===== src/rtl/sram_addr_seq.sv =====
// Address/strobe sequencer in front of the SRAM bus FSM: builds the address from byte loads
// and times we_n/oe_n per access. Define SRAM_ADDR_AUTOINC_EN to advance the address after each access.
module sram_addr_seq #(
  parameter int AWIDTH      = 19,
  parameter int WAIT_CYCLES = 3
) (
  input  logic              clk,
  input  logic              reset,
  input  logic              cmd_valid,
  input  logic [1:0]        cmd_sel,
  input  logic              cmd_rw,
  input  logic [7:0]        cmd_byte,
  output logic              cmd_ready,
  output logic [AWIDTH-1:0] sram_addr,
  output logic              we_n,
  output logic              oe_n,
  output logic              done,
  output logic              ovr,
  output logic [1:0]        dbg_state
);

  // Handshake: a command is taken on any clk edge where cmd_valid && cmd_ready;
  // cmd_valid while cmd_ready is low is dropped and latches ovr.
  localparam logic [1:0] IDLE   = 2'd0;
  localparam logic [1:0] SETUP  = 2'd1;
  localparam logic [1:0] STROBE = 2'd2;
  localparam logic [1:0] HOLD   = 2'd3;

  localparam logic [3:0] CNT_LOAD = 4'(WAIT_CYCLES - 1);

  logic [1:0]        state_q, state_d;
  logic [3:0]        cnt_q, cnt_d;
  logic [AWIDTH-1:0] addr_q, addr_d;
  logic              rw_q, rw_d;
  logic              we_n_q, we_n_d;
  logic              oe_n_q, oe_n_d;
  logic              done_q, done_d;
  logic              ovr_q, ovr_d;

  always_comb begin
    state_d = state_q;
    cnt_d   = cnt_q;
    addr_d  = addr_q;
    rw_d    = rw_q;
    we_n_d  = 1'b1;
    oe_n_d  = 1'b1;
    done_d  = 1'b0;
    ovr_d   = ovr_q | (cmd_valid & (state_q != IDLE));

    case (state_q)
      IDLE: begin
        if (cmd_valid) begin
          if (cmd_sel == 2'b11) begin
            rw_d    = cmd_rw;
            state_d = SETUP;
          end else begin
            // Bits of the selected byte lane that fall at or above AWIDTH are simply not stored.
            for (int i = 0; i < AWIDTH; i++) begin
              if ((i / 8) == int'(cmd_sel)) addr_d[i] = cmd_byte[i % 8];
            end
          end
        end
      end
      SETUP: begin
        state_d = STROBE;
        cnt_d   = CNT_LOAD;
        we_n_d  = rw_q;
        oe_n_d  = ~rw_q;
      end
      STROBE: begin
        if (cnt_q == 4'd0) begin
          state_d = HOLD;
          done_d  = 1'b1;
        end else begin
          cnt_d  = cnt_q - 4'd1;
          we_n_d = rw_q;
          oe_n_d = ~rw_q;
        end
      end
      HOLD: begin
        state_d = IDLE;
`ifdef SRAM_ADDR_AUTOINC_EN
        addr_d = addr_q + AWIDTH'(1);
`else
        addr_d = addr_q;
`endif
      end
      default: state_d = IDLE;
    endcase
  end

  always_ff @(posedge clk) begin
    if (reset) begin
      state_q <= IDLE;
      cnt_q   <= 4'd0;
      addr_q  <= '0;
      rw_q    <= 1'b0;
      we_n_q  <= 1'b1;
      oe_n_q  <= 1'b1;
      done_q  <= 1'b0;
      ovr_q   <= 1'b0;
    end else begin
      state_q <= state_d;
      cnt_q   <= cnt_d;
      addr_q  <= addr_d;
      rw_q    <= rw_d;
      we_n_q  <= we_n_d;
      oe_n_q  <= oe_n_d;
      done_q  <= done_d;
      ovr_q   <= ovr_d;
    end
  end

  assign cmd_ready = (state_q == IDLE);
  assign sram_addr = addr_q;
  assign we_n      = we_n_q;
  assign oe_n      = oe_n_q;
  assign done      = done_q;
  assign ovr       = ovr_q;
  assign dbg_state = state_q;

endmodule


===== config.mk =====
export PLATFORM = sky130hd
export DESIGN_NAME = sram_addr_seq
export DESIGN_NICKNAME = d
export VERILOG_FILES = /design/src/rtl/sram_addr_seq.sv
export SDC_FILE = /design/constraint.sdc
export NUM_CORES = 1
export LEC_CHECK = 0
export ABC_CLOCK_PERIOD_IN_PS = 1600
export CAP_MARGIN = 20
export CORE_UTILIZATION = 45
export DETAILED_ROUTE_END_ITERATION = 16
export PLACE_DENSITY = 0.8
export SETUP_SLACK_MARGIN = 0.15
export SYNTH_ARGS = -nofsm -noshare
export SYNTH_HDL_FRONTEND = slang
export SYNTH_SLANG_ARGS = --single-unit

===== constraint.sdc =====
create_clock -name clk -period 1.6 [get_ports clk]
set_input_delay 0.24 -clock clk [delete_from_list [all_inputs] [get_ports clk]]
set_output_delay 0.24 -clock clk [all_outputs]
set_load 0.02 [all_outputs]

# ---- Yosys cells after proc, flatten, opt, wreduce, memory -nomap -nowiden
# Index checks and enable logic that the tools add are counted.
dict set report totals {
  in_bits 14
  latchBits 0
  n_memories 0
  regBits 30
  mem_bits_ro 0
  ramBits 0
}
dict set report classes {
  n_lt_le_gt_ge 0
  addsub 1
  div_mod_pow 0
  n_mux 11
  n_shift 0
  reduce_logical 12
  n_eq_ne 10
  n_mul 0
  n_bitwise 5
}
# cell count
set ops {}
lappend ops {{$reduce_and 4->1} 3}
lappend ops {{$pmux 2 s4} 1}
lappend ops {{$pmux 4 s2} 1}
lappend ops {{$eq 2x2->1 const B} 3}
lappend ops {{$mux 2} 3}
lappend ops {{$ne 2x2->1 const B} 3}
lappend ops {{$reduce_and 3->1} 2}
lappend ops {{$eq 2x2->1 const A} 2}
lappend ops {{$logic_not 2->1} 2}
lappend ops {{$logic_not 4->1} 1}
lappend ops {{$mux 4} 1}
lappend ops {{$pmux 1 s2} 2}
lappend ops {{$reduce_bool 2->1} 2}
lappend ops {{$sub 4x1->4 const B} 1}
lappend ops {{$mux 1} 3}
lappend ops {{$not 1->1} 3}
lappend ops {{$eq 2x1->1 const B} 1}
lappend ops {{$ne 2x1->1 const B} 1}
lappend ops {{$reduce_and 2->1} 1}
lappend ops {{$reduce_or 2->1} 1}
lappend ops {{$and 1x1->1} 1}
lappend ops {{$or 1x1->1} 1}

# ---- Longest topological paths before layout
# Gate-level depths: netlist (run 1).
dict set report depth {
  ltp_word 4
  ltp_mapped 6
}

# ---- Least setup slack after synthesis (run 1)
# No wires, ideal clock.
dict set report synth_path {
  path_kind {register to register}
  startpoint {reg state_q[0], in the netlist dbg_state[0]}
  endpoint {reg addr_q[7], in the netlist sram_addr[7]}
  t_arrival_ns 1.483
  t_required_ns 1.472
  stages_incl_launch_ff 7
  path_buffers 1
  setup_slack_ns -0.011
  path_cell_list {dfxtp_1 -> inv_1 -> ha_1 -> and4bb_2 -> buf_4 -> mux2i_1 -> nor2_1}
}
dict set report synth_between {
  elab_chain_cells 2
}
# element line
set synth_lines {}
lappend synth_lines {{from (decl)} 31} ;# logic [1:0] state_q, state_d;
lappend synth_lines {{from (signal assigned)} 103} ;# state_q <= state_d;
lappend synth_lines {{$logic_not 2->1} -}
lappend synth_lines {{via cmd_ready} 13} ;# output logic cmd_ready,
lappend synth_lines {{$reduce_and 4->1 (no source line)} -}
lappend synth_lines {{to (signal assigned)} 105} ;# addr_q <= addr_d;
lappend synth_lines {{to (decl)} 33} ;# logic [AWIDTH-1:0] addr_q, addr_d;
# The timed path passes the listed nets, and every way through them passes these cells.
# A chain may end at the register's enable or synchronous reset.

# ---- Final worst setup path (run 1)
dict set report layout_path {
  startpoint {reg state_q[0], in the netlist dbg_state[0]}
  endpoint {reg cnt_q[3]}
}
dict set report layout_between {
  elab_chain_cells 3
}
# element line
set layout_lines {}
lappend layout_lines {{$eq 2x2->1 or $eq 2x1->1 (tied branches)} 50} ;# case (state_q)
lappend layout_lines {{$ne 2x2->1 (no source line) or $reduce_bool 2->1 (tied branches)} -}
lappend layout_lines {{$reduce_and 2->1 (no source line)} -}
lappend layout_lines {{to (signal assigned)} 104} ;# cnt_q <= cnt_d;
lappend layout_lines {{to (decl)} 32} ;# logic [3:0] cnt_q, cnt_d;
# Several ways; a longest one is shown, not always the timed one.

==> summary.txt, run 1 <==
Run status = finished, final reports clean
Number of rows in the core area = 18
Post-synthesis cell type count = 31
Clock sink count = 30
Largest driver fanout on the critical path = 3
Total wire length after detailed routing = 3050 um
Largest cells by area after synthesis = dfxtp_1 48%, mux2i_1 12%, nand2_1 5.4%
Switching share of power = 35.1%
Clock latency at the later pin of the worst-skew pair = 0.35 ns
Layout net count = 203
Areal power density over the cells = 1320 mW/mm^2
Final global-route overflow total = 0
Kind of start point of the critical path = register
Multi-input combinational cell area = 664 um^2
Average cell area after synthesis = 9.36 um^2
Period minus WS final = 1.40 ns
Period utilization = 87.6%
Number of synthesized flops with an enable pin = 0
Number of buffers on the longest clock path = 2
Area Growth Syn to Fin = 48.7%
Worst reg2reg path startpoint = dbg_state[0]
Upper clock frequency limit = 714 MHz
Maximum number of pins on one net before global-route repair = 19
Worst flop-to-flop path endpoint = cnt_q[3]
Synth Warn # = 0
Hold Crit Start = sram_addr[14]
Power dissipated by switching net loads = 863 uW
Combined global-route utilization of all metal layers = 23.2%
Number of buffers added on ports = 39
Detailed-route wire length on metal 1 = 1270 um
CTS root buffer = clkbuf_4
Type of element capturing the critical path = register
Final std cells w/o fill = 215
Cell total after placement = 204
Floorplan core area = 0.00254 mm^2
Proportion of power drawn by flip-flops and latches = 37.5%
Fraction of the yosys area taken by sequential cells = 47.9%
Setup clock skew after layout = 0.00943 ns
Antenna Violating Nets Remaining = 0
LEAKAGE = 0.834 nW
CTS buffer count = 5
Proportion of netlist area held by the largest area contributor = 47.9%
Initial antenna violation count = 0
Count of filler cells inserted in the layout = 191
Register area = 611 um^2
Initial cell density of the core = 49.3%
Top FF cell, synth = dfxtp_1
Hold Violations, Final = 0
Post-synthesis instance area = 0.00125 mm^2
Maximum capacitance violations = 0
Count of antenna diodes in the layout = 0
Setup repair after global routing missed its margin = false
Most frequent cell after synthesis = dfxtp_1
Count of endpoints failing setup in the final report = 0
Min-delay worst type = reg -> reg
Detailed-routed wire length on met3 = 242 um
List of most frequent post-synthesis cells = 30 x dfxtp_1, 18 x nand2_1, 15 x mux2i_1
IO Pins = 40
Number of vias after detailed routing = 1,157
H-tree levels = 2
Cell type contributing the most total cell area after synthesis = dfxtp_1
Synth async-reset ratio = 0%
Routability cong. = 0.840
Hold Path End = sram_addr[14]
Number of cells produced by synthesis = 134
Power share of the clock group = 25.3%
Max-slew violation count = 0
Maximum vdd drop = 1.13 mV
Number of register bits inferred by synthesis = 30
Arrival time worst endpoint = 1.68 ns
Detailed Route Iter0 Violations = 21
Slew at the pin closest to its max-slew limit = 0.360 ns
Detailed-router iteration count before antenna repair = 4
Slack of the worst reg-to-reg path = 0.20 ns
Die footprint = 0.00300 mm^2
Number of global-route vias before repair = 1,073
Required arrival time at the worst endpoint = 1.88 ns
Routed wire per std cell = 14.2 um
Total length of routed met2 wires = 1460 um
Worst Reg-to-Reg Cells = 5
CTS tree = done
Hold buffer count at cts = 0
Max_slew headroom = 75.9%
Clock-pin slew reported for the worst setup and hold paths after clock tree synthesis = 0.11 ns
Cell count of the worst hold path = 2
Half-perimeter wire length after detailed placement = 2110 um
Internal portion of total power = 1.60 mW
Kind of critical path = reg -> reg
Combinational fraction of design power = 37.2%
First-pass GRT wire length = 4720 um
Share of cells above drive strength 1 = 23.2%
Total negative setup slack = 0 ns
Top layer in use = met4
Average via count per standard cell = 5.38
Die Y-Extent = 54.8 um
DIE WIDTH = 54.8 um
Number of nets produced by synthesis = 153
Post-route DRC violation count = 0
[state kept, by name, summed over array words and instances (netlist names)]
name and count:
sram_addr 19, cnt_q 4, dbg_state 2, done 1, oe_n 1, ovr 1
rw_q 1, we_n 1
[placed cells by master (no fill, tap or decap), types with 2 or more instances in the layout]
master	n
a21oi_1	11
buf_4	12
clkbuf_4	5
clkdlybuf4s50_1	13
dfxtp_1	26
dfxtp_2	2
dfxtp_4	2
dlygate4sd2_1	25
ha_4	4
inv_1	2
inv_2	3
inv_4	3
mux2i_1	14
nand2_1	18
nand2b_1	2
nand3_1	5
nand4b_1	2
nor2_1	14
nor3_1	2
o21ai_0	2
[stage by stage]
stage | setup slack [ns] | hold WS (ns) | total power [mW] | instance area, um^2 | util [%]
floorplan | 0.162 | 0.376 | 1.46 | 1270 | -
global placement | 0.0488 | 0.442 | 1.75 | 1720 | 67.6
detailed placement | 0.00260 | 0.449 | 1.77 | 1720 | 67.6
CTS | 0.0474 | 0.459 | 2.35 | 1770 | 69.6
global route | 0.146 | 0.471 | 2.62 | 1860 | 73.3
finish | 0.199 | 0.458 | 2.46 | 1860 | 73.3
[worst max-delay path, stage by stage (launching register included)]
cell and delay, ns:
dfxtp_4 0.38, inv_4 0.08, ha_4 0.13, and2b_2 0.22, or3_2 0.41, mux2i_1 0.12
[repair_timing]
| item | in CTS | in global routing |
|---|---|---|
| setup endpoints to repair | 39 | 14 |
| pin swaps | 1 | 3 |
| buffers inserted | 0 | 3 |
| resized for setup | 30 | 22 |
[area by class of cell]
cell class	instances	area share [%]
clock inverter	3	2.35
sequential	30	32.8
inverter	7	1.68
tap	30	2.01
clock buffer	5	2.01
timing repair buffer	50	23.6
multi-input combinational	90	35.6
[worst max-delay path by stage]
stage	endpoint	slack, ns	startpoint	cells after the start
floorplan	cnt_q[3]	0.16	dbg_state[1]	5
global placement	sram_addr[11]	0.05	cmd_sel[1]	5
detailed placement	sram_addr[3]	0.003	cmd_valid	4
CTS	cmd_ready	0.05	dbg_state[1]	3
global route	sram_addr[3]	0.15	dbg_state[0]	5
finish	cnt_q[3]	0.20	dbg_state[0]	5
[cell families (layout without fill, tap and decap cells)]
kind of cell,after synthesis,in the layout,synth area share [%]
buffers and inverters,14,65,5.29
AO/OA/AOI/OAI,18,18,9.18
AND/OR/NAND/NOR,52,52,20.7
adder cells (fa/ha/maj),5,5,4.99
multiplexers,15,15,12.0
flip-flops,30,30,47.9
[routing by layer]
layer	global-route usage (%)	vias to the layer above
met4	11.1	0
met3	11.9	9
met5	0	-
li1	-	557
met2	37.3	38
met1	24.7	553
[power groups by stage]
stage	registers, mW	clock network [mW]	logic [mW]
finish	0.924	0.623	0.915
CTS	0.900	0.635	0.814
detailed placement	0.918	0	0.853
global route	0.940	0.675	1.01
global placement	0.916	0	0.833
floorplan	1.01	0	0.452
No activity file was read; power rests on OpenSTA's default activity.
==> run 2, diff against run 1 <==
CORE_ASPECT_RATIO = 0.7   (was default)
==> run 2 against run 1 <==
Sequential power down 1%. First-iteration DRC count rose to 3.7 times the previous value. Register-to-register slack got worse by 0.03 ns. Clock power decreased by 12%. Wire length up 0.43%. Final cell count down 0.93%. Clock-buffer cell count grew 2. Utilization decreased by 3.6 points. Combinational power decreased by 11%. Setup slack got worse by 0.028 ns. Largest cell class unchanged.
==> summary.txt, run 2 (synthesis gave the netlist of run 1 again) <==
Combined global-route utilization of all metal layers = 23.3% (+0.13 points)
Max_slew headroom = 78.0% (+2.1 points)
Setup clock skew after layout = 0.00656 ns (-0.00287 ns)
Routability cong. = 0.862 (+2.6%)
Initial antenna violation count = 0 (unchanged)
Maximum number of pins on one net before global-route repair = 16 (-3)
Maximum capacitance violations = 0 (unchanged)
Clock latency at the later pin of the worst-skew pair = 0.28 ns (-0.07 ns)
Maximum vdd drop = 0.885 mV (-21%)
Worst setup slack after layout = 0.171 ns (-0.0282 ns)
Number of rows in the core area = 15 (-3)
Number of global-route vias before repair = 1,024 (-4.6%)
Run status = finished, final reports clean
Cell total after placement = 206 (+0.98%)
Min-delay worst type = reg -> reg
Initial cell density of the core = 49.1% (-0.14 points)
Hold buffer count at cts = 0 (unchanged)
Utilization after layout = 69.7% (-3.6 points)
Proportion of power drawn by flip-flops and latches = 40.0% (+2.5 points)
Final global-route overflow total = 0 (unchanged)
Type of element capturing the critical path = register
Period minus WS final = 1.43 ns (+0.0282 ns)
Number of vias after detailed routing = 1,099 (-5.0%)
Share of cells above drive strength 1 = 14.0% (-9.3 points)
Number of buffers added on ports = 39 (unchanged)
CTS tree = done
Largest driver fanout on the critical path = 3 (unchanged)
Hold Violations, Final = 0 (unchanged)
Number of flip-flops in the largest register = 19 (unchanged)
Count of filler cells inserted in the layout = 201 (+5.2%)
Detailed-router iteration count before antenna repair = 4 (unchanged)
Half-perimeter wire length after detailed placement = 2260 um (+7.1%)
Kind of critical path = reg -> reg
Combinational fraction of design power = 35.9% (-1.3 points)
Period utilization = 89.3% (+1.8 points)
Detailed Route Iter0 Violations = 77 (+270%)
Count of antenna diodes in the layout = 0 (unchanged)
Switching share of power = 33.5% (-1.5 points)
Internal portion of total power = 1.51 mW (-5.3%)
Count of endpoints failing setup in the final report = 0 (unchanged)
Kind of start point of the critical path = register
Routed wire per std cell = 14.4 um (+1.4%)
Average via count per standard cell = 5.16 (-4.1%)
Number of buffers on the longest clock path = 2 (unchanged)
Areal power density over the cells = 1280 mW/mm^2 (-3.0%)
Floorplan core area = 0.00255 mm^2 (+0.30%)
CTS root buffer = clkbuf_8
CTS buffer count = 5 (unchanged)
Total wire length after detailed routing = 3060 um (+0.43%)
Clock-pin slew reported for the worst setup and hold paths after clock tree synthesis = 0.06 ns (-0.05 ns)
Post-route DRC violation count = 0 (unchanged)
Clock sink count = 30 (unchanged)
IO Pins = 40 (unchanged)
Setup repair after global routing missed its margin = true
Design Power = 2.28 mW (-7.4%)
Die footprint = 0.00300 mm^2 (+0.12%)
LEAKAGE = 0.834 nW (about the same)
Most frequent standard cell in the layout excluding fill and tap cells = dfxtp_1
Power dissipated by switching net loads = 765 uW (-11%)
DIE WIDTH = 65.1 um (+19%)
Final std cells w/o fill = 213 (-0.93%)
Power share of the clock group = 24.1% (-1.2 points)
Required arrival time at the worst endpoint = 1.81 ns (-0.07 ns)
Commonest cells after routing, fill and taps aside = 28 x dfxtp_1, 19 x dlygate4sd2_1, 18 x nand2_1
Antenna Violating Nets Remaining = 0 (unchanged)
Max-slew violation count = 0 (unchanged)
Layout net count = 198 (-2.5%)
Die Y-Extent = 46.2 um (-16%)
Arrival time worst endpoint = 1.64 ns (-0.04 ns)
Setup Buffers After CTS = 0 (unchanged)
Area Growth Syn to Fin = 41.8%
Placement-stage worst setup slack = -0.0685 ns (-0.0711 ns)
H-tree levels = 2 (unchanged)
Upper clock frequency limit = 700 MHz (-2.0%)
Slew at the pin closest to its max-slew limit = 0.330 ns (-0.0300 ns)
First-pass GRT wire length = 4970 um (+5.3%)
-- run 2: worst max-delay path, stage by stage, from the launching register on --
cell and delay [ns]:
dfxtp_2 0.33, inv_2 0.08, ha_1 0.17, and2b_2 0.24
or3_2 0.41, mux2i_1 0.13
-- run 2: timing repair --
| action | in CTS | in global routing |
|---|---|---|
| gates resized for setup | 24 | 9 |
| setup endpoints to repair | 27 | 12 |
| pin swaps | 1 | 1 |
-- run 2: stage by stage --
stage	hold slack [ns]	TNS, ns	cell area [um^2]
2_1_floorplan	0.376	0	1270
3_3_place_gp	0.445	-0.00698	1710
5_1_grt	0.477	0	1780
6_report	0.460	0	1780
4_1_cts	0.464	0	1770
3_5_place_dp	0.448	-0.310	1710
-- run 2: worst paths after layout --
path / from / to / slack [ns] / depth (start not counted)
setup / recovery: dbg_state[0] / cnt_q[3] / 0.17 / 5
hold / removal: sram_addr[14] / sram_addr[14] / 0.46 / 2
setup reg to reg: dbg_state[0] / cnt_q[3] / 0.17 / 5
hold reg to reg: sram_addr[14] / sram_addr[14] / 0.46 / 2
-- run 2: area by class of cell --
type,count,area [um^2],share of cell area (%)
Sequential cell,30,606,34.1
Tap cell,34,42.5,2.39
Multi-Input combinational cell,90,608,34.2
Inverter,7,26.3,1.48
Timing Repair Buffer,45,419,23.6
Clock buffer,7,76.3,4.29
-- run 2: power groups by stage --
stage / clock network [mW] / registers, mW / logic (mW)
floorplan: 0 / 1.01 / 0.452
global placement: 0 / 0.917 / 0.820
detailed placement: 0 / 0.925 / 0.851
CTS: 0.560 / 0.911 / 0.826
global route: 0.592 / 0.923 / 0.893
finish: 0.550 / 0.911 / 0.818
-- run 2: routing by layer --
metal	routed length (um)	vias up	GRT usage, %
met5	0	-	0
met4	61	0	10.0
met3	263	9	8.91
met2	1470	47	38.8
met1	1260	499	27.4
li1	-	544	-
==> run 3, diff against run 2 <==
PLACE_DENSITY = 0.85   (was 0.8)
==> run 3 against run 2 <==
Clock-buffer cell count is the same. Wire length rose by 15%. Fmax fell by 1.1%. Sequential share of layout area decreased by 1.7 points. Largest cell class unchanged. Highest routed layer unchanged.
==> summary.txt, run 3 (synthesis gave the netlist of run 1 again) <==
Hold buffer count at cts = 0 (unchanged)
Detailed-route wire length on metal 1 = 1590 um (+26%)
Switching share of power = 34.8% (+1.3 points)
LEAKAGE = 0.884 nW (+6.0%)
IO Pins = 40 (unchanged)
First-pass GRT wire length = 5190 um (+4.4%)
Clock-pin slew reported for the worst setup and hold paths after clock tree synthesis = 0.06 ns (about the same)
Arrival time worst endpoint = 1.59 ns (-0.05 ns)
Routability cong. = 0.826 (-4.2%)
Number of flip-flops in the largest register = 19 (unchanged)
Top layer in use = met4
Maximum number of pins on one net before global-route repair = 14 (-2)
Count of endpoints failing setup in the final report = 0 (unchanged)
Kind of start point of the critical path = register
Worst setup slack after layout = 0.154 ns (-0.0165 ns)
Final hold slack = 0.456 ns (-0.00387 ns)
Critical-path cell list = inv_4 > ha_4 > or3b_4 > a211oi_4 > a311oi_2
Maximum vdd drop = 1.01 mV (+14%)
Detailed Route Iter0 Violations = 42 (-45%)
Detailed-router iteration count before antenna repair = 4 (unchanged)
Final standard cell area without fillers = 0.00189 mm^2 (+6.4%)
Maximum capacitance violations = 0 (unchanged)
Period utilization = 90.4% (+1.0 points)
Average via count per standard cell = 5.29 (+2.5%)
Commonest cells after routing, fill and taps aside = 26 x dfxtp_1, 20 x dlygate4sd2_1, 18 x nand2_1
Kind of critical path = reg -> reg
Floorplan core area = 0.00255 mm^2 (unchanged)
Initial antenna violation count = 0 (unchanged)
Antenna Violating Nets Remaining = 0 (unchanged)
Half-perimeter wire length after detailed placement = 2410 um (+6.4%)
Max-slew violation count = 0 (unchanged)
Die Y-Extent = 46.2 um (unchanged)
Power dissipated by switching net loads = 853 uW (+12%)
Total negative setup slack = 0 ns (unchanged)
Number of global-route vias before repair = 1,134 (+11%)
H-tree levels = 2 (unchanged)
Clock latency at the later pin of the worst-skew pair = 0.28 ns (about the same)
Total wire length after detailed routing = 3520 um (+15%)
Total length of routed met2 wires = 1620 um (+10%)
Min-delay worst type = reg -> reg
CTS tree = done
Share of cells above drive strength 1 = 22.0% (+8.1 points)
Routed wire per std cell = 16.0 um (+12%)
Upper clock frequency limit = 692 MHz (-1.1%)
Layout net count = 205 (+3.5%)
Internal portion of total power = 1.60 mW (+5.5%)
Design Power = 2.45 mW (+7.5%)
Library cell contributing the largest single delay on the critical path = or3b_4
Initial cell density of the core = 49.1% (unchanged)
Area Growth Syn to Fin = 50.9%
Slew at the pin closest to its max-slew limit = 0.310 ns (-0.0195 ns)
Count of antenna diodes in the layout = 0 (unchanged)
Utilization after layout = 74.1% (+4.5 points)
Final std cells w/o fill = 220 (+3.3%)
Setup repair after global routing missed its margin = true
Run status = finished, final reports clean
Number of vias after detailed routing = 1,163 (+5.8%)
CTS buffer count = 5 (unchanged)
Areal power density over the cells = 1300 mW/mm^2 (+1.1%)
Post-route DRC violation count = 0 (unchanged)
Type of element capturing the critical path = register
Setup clock skew after layout = 0.00391 ns (-0.00265 ns)
Combined global-route utilization of all metal layers = 24.0% (+0.77 points)
Number of buffers on the longest clock path = 2 (unchanged)
Power share of the clock group = 22.6% (-1.5 points)
Post-detailed-placement cell area = 0.00172 mm^2 (+0.88%)
Period minus WS final = 1.45 ns (+0.0165 ns)
Detailed-routed wire length on met3 = 249 um (-5.3%)
Proportion of power drawn by flip-flops and latches = 38.3% (-1.7 points)
Cell total after placement = 208 (+0.97%)
Most frequent standard cell in the layout excluding fill and tap cells = dfxtp_1
DIE WIDTH = 65.1 um (unchanged)
Die footprint = 0.00300 mm^2 (unchanged)
Delay of the slowest cell on the worst path = 0.42 ns (about the same)
Number of buffers added on ports = 39 (unchanged)
Number of rows in the core area = 15 (unchanged)
Max_slew headroom = 79.3% (+1.3 points)
Largest driver fanout on the critical path = 6 (+3)
CTS root buffer = clkbuf_8
Placement-stage worst setup slack = -0.0573 ns (+0.0113 ns)
Clock sink count = 30 (unchanged)
Required arrival time at the worst endpoint = 1.75 ns (-0.06 ns)
Final global-route overflow total = 0 (unchanged)
Combinational fraction of design power = 39.0% (+3.1 points)
Hold Violations, Final = 0 (unchanged)
run 3: cell count changes in the layout (fill, tap and decap cells not counted), sizes merged:
cell	delta
clkdlybuf4s50	+1
buf	+7
dlymetal6s2s	-2
dlygate4sd2	+1
run 3: repair_timing:
action / 4_1_cts / 5_1_grt
pin swaps: 2 / 2
resized for setup: 29 / 20
setup endpoints to repair: 32 / 18
setup buffers: 0 / 5
run 3: metal layers:
| layer | track usage [%] | vias to the layer above |
|---|---|---|
| met5 | 0 | - |
| met4 | 15.7 | 0 |
| met3 | 9.41 | 6 |
| met2 | 35.6 | 43 |
| met1 | 29.5 | 558 |
| li1 | - | 556 |
run 3: worst max-delay path: cells and delay by family (launching register included):
family | cells | cell delay (ns)
and+or+nand+nor | 1 | 0.42
DFF | 1 | 0.36
AOI/OAI and AO/OA | 2 | 0.35
adders and majority gates | 1 | 0.12
buffers and inverters | 1 | 0.07
run 3: path summary, 6_finish.rpt:
| path | slack (ns) | from | depth (start not counted) | to |
|---|---|---|---|---|
| max | 0.15 | cnt_q[1] | 5 | cnt_q[1] |
| min reg2reg | 0.46 | sram_addr[15] | 2 | sram_addr[15] |
| max reg2reg | 0.15 | cnt_q[1] | 5 | cnt_q[1] |
| min | 0.46 | sram_addr[15] | 2 | sram_addr[15] |
run 3: final cells by class:
cell class | count | area (um^2)
Multi-Input combinational cell | 90 | 663
Fill cell | 193 | 661
Sequential cell | 30 | 613
Timing Repair Buffer | 52 | 465
Clock buffer | 7 | 76.3
Tap cell | 34 | 42.5
Inverter | 7 | 31.3
run 3: power by group through the flow:
stage | clock [mW] | sequential [mW] | combinational (mW)
4_1_cts | 0.559 | 0.909 | 0.827
5_1_grt | 0.598 | 0.950 | 1.04
3_3_place_gp | 0 | 0.916 | 0.810
6_report | 0.555 | 0.939 | 0.956
2_1_floorplan | 0 | 1.01 | 0.452
3_5_place_dp | 0 | 0.920 | 0.846
